$ cat config.mk
export PLATFORM = sky130hd
export DESIGN_NAME = mmio_hub
export DESIGN_NICKNAME = d
export VERILOG_FILES = /design/src/rtl/mmio_hub.sv
export SDC_FILE = /design/constraint.sdc
export NUM_CORES = 1
export LEC_CHECK = 0
export BUFFER_PORTS_ARGS = -buffer_cell sky130_fd_sc_hd__buf_2
export CAP_MARGIN = 20
export CORE_ASPECT_RATIO = 2
export CORE_MARGIN = 5
export CORE_UTILIZATION = 43
export DETAILED_ROUTE_END_ITERATION = 7
export GPL_ROUTABILITY_DRIVEN = 0
export PLACE_DENSITY = 0.78
export SYNTH_ARGS = -nofsm -noshare
export SYNTH_HDL_FRONTEND = slang
export SYNTH_SLANG_ARGS = --single-unit
$ cat constraint.sdc
create_clock -name clock -period 2.1 [get_ports clock]
set_input_delay 0.63 -clock clock [delete_from_list [all_inputs] [get_ports clock]]
set_output_delay 0.63 -clock clock [all_outputs]
set_load 0.02 [all_outputs]
$ cat src/rtl/mmio_hub.sv
// Memory-mapped IO hub: LED banks and a synchronised switch port behind a fixed-latency request/ack bus.
// Optional switch debounce filter is enabled by defining SWITCH_DEBOUNCE_EN.
module mmio_hub #(
  parameter int                DATA_W    = 32,
  parameter int                SW_W      = 16,
  parameter int                LED_W     = 16,
  parameter int                N_LED     = 2,
  parameter logic [DATA_W-1:0] BASE_ADDR = 32'hFFFFFC00,
  parameter int                DB_CYCLES = 16
) (
  input  logic                   clock,
  input  logic                   reset,
  input  logic                   io_req,
  input  logic                   io_we,
  input  logic [DATA_W-1:0]      io_addr,
  input  logic [DATA_W-1:0]      io_wdata,
  output logic                   io_ack,
  output logic                   io_err,
  output logic [DATA_W-1:0]      io_rdata,
  input  logic [SW_W-1:0]        switches,
  output logic [N_LED*LED_W-1:0] led_out
);

  localparam logic [DATA_W-1:0] LED_OFF = DATA_W'(32'h0000_0060);
  localparam logic [DATA_W-1:0] SW_OFF  = DATA_W'(32'h0000_0070);

  typedef enum logic {ST_IDLE = 1'b0, ST_RESP = 1'b1} state_t;

  state_t                   r_state;
  state_t                   w_next;
  logic                     w_accept;
  logic [DATA_W-1:0]        w_off;
  logic [DATA_W-1:0]        w_word_off;
  logic                     w_led_hit;
  logic [LED_W-1:0]         w_led_rd;
  logic [N_LED-1:0]         w_led_sel;
  logic                     w_sw_hit;
  logic                     w_err;
  logic [DATA_W-1:0]        w_rd_val;
  logic                     r_ack;
  logic                     r_err;
  logic [DATA_W-1:0]        r_rdata;
  logic [N_LED*LED_W-1:0]   r_led;
  logic [SW_W-1:0]          r_sync1;
  logic [SW_W-1:0]          r_sync2;
  logic [SW_W-1:0]          w_filt;
  logic                     w_unused;

  // Decode on the word-aligned offset so misaligned hits on mapped words are flagged rather than treated as unmapped.
  assign w_off      = io_addr - BASE_ADDR;
  assign w_word_off = {w_off[DATA_W-1:2], 2'b00};
  assign w_sw_hit   = (w_word_off == SW_OFF);
  assign w_unused   = ^{io_wdata, w_off[1:0]};

  // LED bank decode and read mux.
  always_comb begin
    w_led_hit = 1'b0;
    w_led_rd  = '0;
    w_led_sel = '0;
    for (int k = 0; k < N_LED; k++) begin
      if (w_word_off == (LED_OFF + DATA_W'(4 * k))) begin
        w_led_hit    = 1'b1;
        w_led_sel[k] = 1'b1;
        w_led_rd     = r_led[k*LED_W +: LED_W];
      end else begin
        w_led_sel[k] = 1'b0;
      end
    end
  end

  // Error classification and captured read value.
  always_comb begin
    w_err    = 1'b0;
    w_rd_val = '0;
    if (!(w_led_hit || w_sw_hit) || (io_addr[1:0] != 2'b00) || (w_sw_hit && io_we)) begin
      w_err = 1'b1;
    end else if (io_we) begin
      w_rd_val = '0;
    end else if (w_led_hit) begin
      w_rd_val = DATA_W'(w_led_rd);
    end else begin
      w_rd_val = DATA_W'(w_filt);
    end
  end

  // FSM state register.
  always_ff @(posedge clock) begin
    if (reset) begin
      r_state <= ST_IDLE;
    end else begin
      r_state <= w_next;
    end
  end

  // FSM next state; RESP always falls back to IDLE so requests are spaced at least two cycles apart.
  always_comb begin
    w_next   = r_state;
    w_accept = 1'b0;
    case (r_state)
      ST_IDLE: begin
        if (io_req) begin
          w_next   = ST_RESP;
          w_accept = 1'b1;
        end else begin
          w_next   = ST_IDLE;
        end
      end
      ST_RESP: w_next = ST_IDLE;
      default: w_next = ST_IDLE;
    endcase
  end

  // Response registers: loaded on accept, cleared in every other cycle.
  always_ff @(posedge clock) begin
    if (reset) begin
      r_ack   <= 1'b0;
      r_err   <= 1'b0;
      r_rdata <= '0;
    end else if (w_accept) begin
      r_ack   <= 1'b1;
      r_err   <= w_err;
      r_rdata <= w_rd_val;
    end else begin
      r_ack   <= 1'b0;
      r_err   <= 1'b0;
      r_rdata <= '0;
    end
  end

  // LED bank storage; only the low LED_W bits of the write data are kept.
  always_ff @(posedge clock) begin
    if (reset) begin
      r_led <= '0;
    end else begin
      for (int k = 0; k < N_LED; k++) begin
        if (w_accept && io_we && !w_err && w_led_sel[k]) begin
          r_led[k*LED_W +: LED_W] <= io_wdata[LED_W-1:0];
        end
      end
    end
  end

  // Two-flop synchroniser for the asynchronous switch inputs.
  always_ff @(posedge clock) begin
    if (reset) begin
      r_sync1 <= '0;
      r_sync2 <= '0;
    end else begin
      r_sync1 <= switches;
      r_sync2 <= r_sync1;
    end
  end

`ifdef SWITCH_DEBOUNCE_EN
  localparam int CNT_W = $clog2(DB_CYCLES + 1);

  logic [SW_W-1:0]  r_sync_prev;
  logic [CNT_W-1:0] r_db_cnt;
  logic [SW_W-1:0]  r_filt;

  // Debounce: the filter tracks the synchronised vector only once it has held still for DB_CYCLES cycles.
  always_ff @(posedge clock) begin
    if (reset) begin
      r_sync_prev <= '0;
      r_db_cnt    <= '0;
      r_filt      <= '0;
    end else begin
      r_sync_prev <= r_sync2;
      if (r_sync2 != r_sync_prev) begin
        r_db_cnt <= '0;
      end else if (r_db_cnt != CNT_W'(DB_CYCLES)) begin
        r_db_cnt <= r_db_cnt + CNT_W'(1);
      end else begin
        r_db_cnt <= r_db_cnt;
      end
      if (r_db_cnt == CNT_W'(DB_CYCLES)) begin
        r_filt <= r_sync_prev;
      end else begin
        r_filt <= r_filt;
      end
    end
  end

  assign w_filt = r_filt;
`else
  assign w_filt = r_sync2;
`endif

  assign io_ack   = r_ack;
  assign io_err   = r_err;
  assign io_rdata = r_rdata;
  assign led_out  = r_led;

endmodule

==> results of run 1 <==
## layout make-up
cell class / count / share of cell area
Tap cell: 96 / 0.0264
Timing Repair Buffer: 140 / 0.189
Inverter: 1 / 0.000826
Clock inverter: 6 / 0.0105
Clock buffer: 10 / 0.0504
Multi-Input combinational cell: 258 / 0.362
Sequential cell: 82 / 0.361
## repair_timing
item / CTS / global route
cloned: 0 / 0
hold buffers: 0 / 0
resized for setup: 3 / 6
endpoints found under the setup margin: 24 / 21
pin swaps: 0 / 4
## cells in the mapped netlist, types with 2 or more instances
master    number  area (sq um)
a21boi_2       2          22.5
a21oi_1       49           245
and3_1         3          18.8
and4_1         4          35.0
buf_1          2          7.51
buf_2          3          15.0
buf_4         17           128
buf_6          5          56.3
clkbuf_1      13          48.8
dfxtp_1       82          1640
mux2i_1       17           170
nand3_1       33           165
nand4_1        6          37.5
nor2_1        24          90.1
nor2_4        10           113
nor2b_1       32           200
nor3_1         2          10.0
o21a_1         2          15.0
o21ai_0       10          50.1
o21ai_1       25           125
o21ai_2        2          17.5
## power by group
| part | leakage [nW] | internal [mW] | total (mW) | switching, mW |
|---|---|---|---|---|
| combinational | 1.13 | 0.0982 | 0.226 | 0.128 |
| clock | 0.140 | 0.818 | 1.46 | 0.638 |
| sequential | 0.668 | 1.59 | 1.59 | 0.00694 |
| total | 1.94 | 2.50 | 3.27 | 0.773 |
## flip-flops by register name (all words and copies together), names as in the netlist
| name | cells |
|---|---|
| io_err | 1 |
| r_sync1 | 16 |
| led_out | 32 |
| r_state | 1 |
| r_sync2 | 16 |
| io_rdata | 16 |
## through the flow
step | utilization | worst slack [ns] | power, mW | hold WS (ns) | instance area (sq um)
after detailed placement | 0.538 | -0.371 | 1.85 | 0.423 | 4240
after global routing | 0.577 | -0.0194 | 3.40 | 0.446 | 4550
after global placement | 0.538 | -0.310 | 1.85 | 0.418 | 4240
after floorplan | - | 0.000986 | 1.76 | 0.414 | 3550
final | 0.577 | 0.0649 | 3.27 | 0.428 | 4550
after CTS | 0.575 | 0.0136 | 3.30 | 0.432 | 4530
## per-layer routing
| metal | routed length [um] | part of all wire | vias to the layer above |
|---|---|---|---|
| li1 | - | - | 1505 |
| met5 | 0 | 0 | - |
| met2 | 5150 | 0.55 | 134 |
| met1 | 3120 | 0.34 | 1441 |
| met4 | 371 | 0.040 | 0 |
| met3 | 660 | 0.071 | 21 |
## logic make-up (layout without fill, tap and decap cells)
kind of cell | Yosys count | in the layout | share of synthesized area
and+or+nand+nor | 130 | 130 | 0.239
AOI/OAI and AO/OA | 95 | 95 | 0.157
buffers and inverters | 41 | 157 | 0.0754
DFF | 82 | 82 | 0.478
other | 1 | 16 | 0.00109
muxes | 17 | 17 | 0.0496
## worst max path at each step
stage / startpoint / end / slack [ns]
3_3_place_gp: io_addr[17] / led_out[22] / -0.31
4_1_cts: io_addr[19] / led_out[3] / 0.01
6_report: io_addr[16] / led_out[16] / 0.06
5_1_grt: io_addr[16] / led_out[11] / -0.02
3_5_place_dp: io_addr[19] / led_out[3] / -0.37
2_1_floorplan: io_addr[17] / led_out[21] / 0.001
==> impl_metrics.csv, run 1 <==
group,metric,value,unit
yosys,synthFlopType,"dfxtp_1",
critical_path,r2r_start,"r_state",
place,hpwl,7.03,mm
worst_hold_path,min_from,"r_sync1[5]",
global_route,track_usage,0.192,
drt,avgRoutedWirePerCell,15.7,um
global_route,antenna_found_initial,0,
yosys,synth-seq-cells,82,
floorplanning,die_w,73.2,um
critical_path,startpoint_type,"input port",
power_and_ir_drop,ir_worst_vdd,0.504,mV
cells_and_area,ff_latch_area,1640,sq um
timing,finalHoldViolCount,0,
cells_and_area,drive_gt1_frac,0.368,
global_route,grt_pass1_vias,3090,
clock_network,cts_tree,"done",
clock_network,clk_latency,0.33,ns
power_and_ir_drop,p_leak,1.94,nW
global_route,grt_pass1_wl,14.6,mm
yosys,synth_seq_area_share,0.478,
global_route,met3_usage,0.0392,
critical_path,crit_slowest_cell,"or4_4",
clock_network,clk_pin_slew_worst_paths,0.06,ns
place,io_buffers,117,
global_route,use_met2,0.347,
floorplanning,rows,46,
global_route,grt_overflow_total,0,
clock_network,numCtsBuffers,9,
cells_and_area,multi_input_area,1640,sq um
critical_path,end_kind,"flip-flop",
yosys,yosys_warnings,0,
clock_network,cts_sinks,82,
critical_path,cp_max_fo,16,
critical_path,crit_path_cell_trace,"buf_2 > nand4_4 > or4_4 > a21oi_4 > o211a_4 > buf_12 > nand3_1 > a21oi_1",
timing,slew_headroom,0.568,
drt,totalWireLength,9.29,mm
yosys,syn_area,3430,sq um
yosys,synthArstFlopShare,0,
floorplanning,start_util,0.435,
critical_path,cpLargestDelayFamily,"simple AND/OR/NAND/NOR gates",
place,post-place-cells,577,
critical_path,r2r_slack,0.42,ns
worst_hold_path,hold-path-cell-count,1,
timing,rsz0062_at_grt,"yes",
yosys,syn_inst,366,
cells_and_area,nFillCells,667,
drt,vias,3101,
yosys,synth_edf_count,0,
clock_network,clockRootBuffer,"clkbuf_16",
cells_and_area,area_delta_synth_final,32.4,%
timing,min_period,2.04,ns
critical_path,cp.arrival,2.28,ns
critical_path,ff2ff_path_depth,6,
timing,finalMaxSlewViolations,0,
global_route,grt_max_degree,65,
drt,drc,0,
critical_path,critical-path-max-stage-delay,0.55,ns
cells_and_area,diodes,0,
floorplanning,boundaryPins,150,
drt,vias_per_cell,5.23,
timing,setup_violations,0,
cells_and_area,final_cell_mix,"116 x buf_2, 82 x dfxtp_1, 48 x a21oi_1",
clock_network,cts_setup_buffers,0,
timing,fmax,0.491,GHz
timing,tns,0,ns
floorplanning,fp.dieH,136,um
drt,drtIter0Drc,206,
flow_run,max_cap_viol_count,0,
yosys,yosys.cell_types.count,44,
run_status,status,"completed",
global_route,top_usage_layer,"met2",
critical_path,reg2reg_to,"led_out[16]",
clock_network,clk_path_buf_depth,2,
timing,worst_slew_pin_slew,0.648,ns
yosys,avgSynthCellArea,9.38,sq um
timing,fin_skew,0.00803,ns
drt,dr.pass1.iters,4,
cells_and_area,instances_no_fill,593,
cells_and_area,nets,576,
worst_hold_path,min_path_type,"reg2reg",
critical_path,cp_num_buf_inv,2,
cells_and_area,mostFrequentLayoutCell,"buf_2",
floorplanning,die_area,9980,sq um
clock_network,htree_levels,3,
floorplanning,core_area,7890,sq um
drt,drtAntennaViolNets,0,
global_route,met1_usage,0.194,
critical_path,cp_num_cells,8,
power_and_ir_drop,pwr_density_cell,720,nW/um^2
worst_hold_path,holdPathEnd,"r_sync2[5]",
critical_path,worst_ep_required_time,2.35,ns
critical_path,worst-setup-path-type,"in2reg",
timing,period_share,0.969,
No activity file was read; power rests on OpenSTA's default activity.
==> run 2, diff against run 1 <==
- CTS_CLUSTER_DIAMETER: unset -> 150
- PLACE_DENSITY: 0.78 -> 0.77
==> run 2 against run 1 <==
Compared with the run above:
- utilization grew 2.5 points
- die area unchanged
- clock skew fell by 0.0016 ns
- count of clock-buffer cells in the layout shrank 1
- flip-flop and latch count is the same
- via count up 3.5%
- first-iteration DRC count down 9.2%
- non-clock buffer count up 10
- global-route usage increased by 0.24 points
- critical path type unchanged
- critical endpoint is now led_out[31]
- largest cell class unchanged
==> impl_metrics.csv, run 2 (synthesized netlist as in run 1, its figures left out) <==
group,metric,value,unit
timing,finalHoldViolCount,0,
timing,setup_slack,0.0330,ns
clock_network,cts_sinks,82,
place,dpl_cell_area,4230,sq um
cells_and_area,fin_area,4740,sq um
critical_path,crit_path_cell_trace,"buf_4 > nand4_4 > or4_4 > a21oi_4 > buf_4 > o211ai_4 > buf_12 > o21ai_1 > a21oi_2",
drt,drc,0,
drt,vias,3210,
critical_path,cp_num_buf_inv,3,
critical_path,worst-setup-path-type,"in2reg",
global_route,grt_pass1_wl,14.6,mm
drt,drtAntennaViolNets,0,
place,io_buffers,117,
critical_path,cp.arrival,2.25,ns
timing,fin_skew,0.00645,ns
clock_network,htree_levels,3,
clock_network,clk_latency,0.33,ns
global_route,track_usage,0.194,
timing,slew_headroom,0.569,
timing,finalMaxSlewViolations,0,
clock_network,cts_tree,"done",
drt,totalWireLength,9.78,mm
clock_network,numCtsBuffers,9,
floorplanning,die_area,9980,sq um
worst_hold_path,min_path_type,"reg2reg",
critical_path,crit_slowest_cell,"or4_4",
drt,dr.pass1.iters,5,
cells_and_area,area_delta_synth_final,38.1,%
cells_and_area,diodes,0,
cells_and_area,mostFrequentLayoutCell,"buf_2",
clock_network,clk_pin_slew_worst_paths,0.06,ns
timing,rsz0062_at_grt,"yes",
clock_network,clockRootBuffer,"clkbuf_16",
timing,fmax,0.484,GHz
place,pre_cts_ws,-0.399,ns
drt,avgRoutedWirePerCell,16.3,um
floorplanning,core_area,7890,sq um
clock_network,clk_path_buf_depth,2,
run_status,status,"completed",
global_route,grt_overflow_total,0,
cells_and_area,final_cell_mix,"113 x buf_2, 82 x dfxtp_1, 46 x a21oi_1",
place,hpwl,6.88,mm
timing,setup_violations,0,
floorplanning,rows,46,
power_and_ir_drop,p_leak,2.01,nW
floorplanning,start_util,0.435,
cells_and_area,nets,586,
cells_and_area,nFillCells,653,
clock_network,holdBufCountCts,0,
timing,worst_slew_pin_slew,0.647,ns
critical_path,worst_ep_required_time,2.29,ns
drt,drtIter0Drc,187,
critical_path,end_kind,"flip-flop",
drt,vias_per_cell,5.34,
global_route,grt_max_degree,65,
critical_path,cp_max_fo,33,
critical_path,cpLargestDelayFamily,"simple AND/OR/NAND/NOR gates",
floorplanning,boundaryPins,150,
power_and_ir_drop,pwr_density_cell,676,nW/um^2
critical_path,crit_top_cell,"buf_4",
flow_run,max_cap_viol_count,0,
cells_and_area,drive_gt1_frac,0.396,
floorplanning,die_w,73.2,um
critical_path,critical-path-max-stage-delay,0.55,ns
cells_and_area,largest_register_ffs,32,
global_route,antenna_found_initial,0,
critical_path,startpoint_type,"input port",
floorplanning,fp.dieH,136,um
power_and_ir_drop,ir_worst_vdd,0.422,mV
timing,min_period,2.07,ns
timing,period_share,0.984,
global_route,grt_pass1_vias,3170,
## run 2: repair_timing
| item | 4_1_cts | 5_1_grt |
|---|---|---|
| resized for setup | 3 | 25 |
| setup endpoints to repair | 18 | 32 |
| gates cloned | 0 | 3 |
| pin swaps | 0 | 7 |
| buffers inserted | 0 | 7 |
| hold endpoints to repair | 0 | 0 |
## run 2: path summary, 6_finish.rpt
check                                 start           to  slack (ns)  cells after the start
worst max-delay path            io_addr[15]  led_out[31]        0.03                      9
worst min-delay path             r_sync1[6]   r_sync2[6]        0.43                      1
worst max register to register      r_state  led_out[31]        0.37                      6
worst min register to register   r_sync1[6]   r_sync2[6]        0.43                      1
## run 2: metrics by stage
step / util / TNS, ns / power, mW / std cells / hold WS [ns]
after floorplan: - / 0 / 1.76 / 381 / 0.414
after global placement: 0.536 / -11.33 / 1.84 / 577 / 0.419
after detailed placement: 0.536 / -15.09 / 1.85 / 577 / 0.422
after CTS: 0.572 / 0 / 3.23 / 591 / 0.433
after global routing: 0.601 / -0.401 / 3.32 / 601 / 0.458
final: 0.601 / 0 / 3.21 / 601 / 0.430
## run 2: final cells by class
type / instances / area, sq um / share of cell area
clock buffers: 9 / 225 / 0.0475
flip-flops and latches: 82 / 1640 / 0.346
inverters: 1 / 3.75 / 0.000792
clock inverters: 5 / 33.8 / 0.00712
well taps: 96 / 120 / 0.0253
multi-input cells: 258 / 1700 / 0.359
repair buffers: 150 / 1020 / 0.214
## run 2: worst register-to-register path: stages (launching register included)
cell,delay [ns]
dfxtp_1,0.33
nor4bb_1,0.36
and4_4,0.29
a21boi_2,0.21
buf_12,0.17
nand3_1,0.13
a21oi_2,0.17
## run 2: per-layer routing
metal	share of wire	wire length, um	GRT usage	vias up
met4	0.052	508	0.146	0
met5	0	0	0	-
met1	0.32	3180	0.186	1493
met3	0.067	660	0.0437	32
met2	0.56	5440	0.344	159
li1	-	-	-	1526
## run 2: where the power goes
part	internal, mW	switching, mW	leakage [nW]
logic	0.103	0.131	1.22
registers	1.59	0.00688	0.668
clock network	0.783	0.595	0.123
total	2.47	0.733	2.01
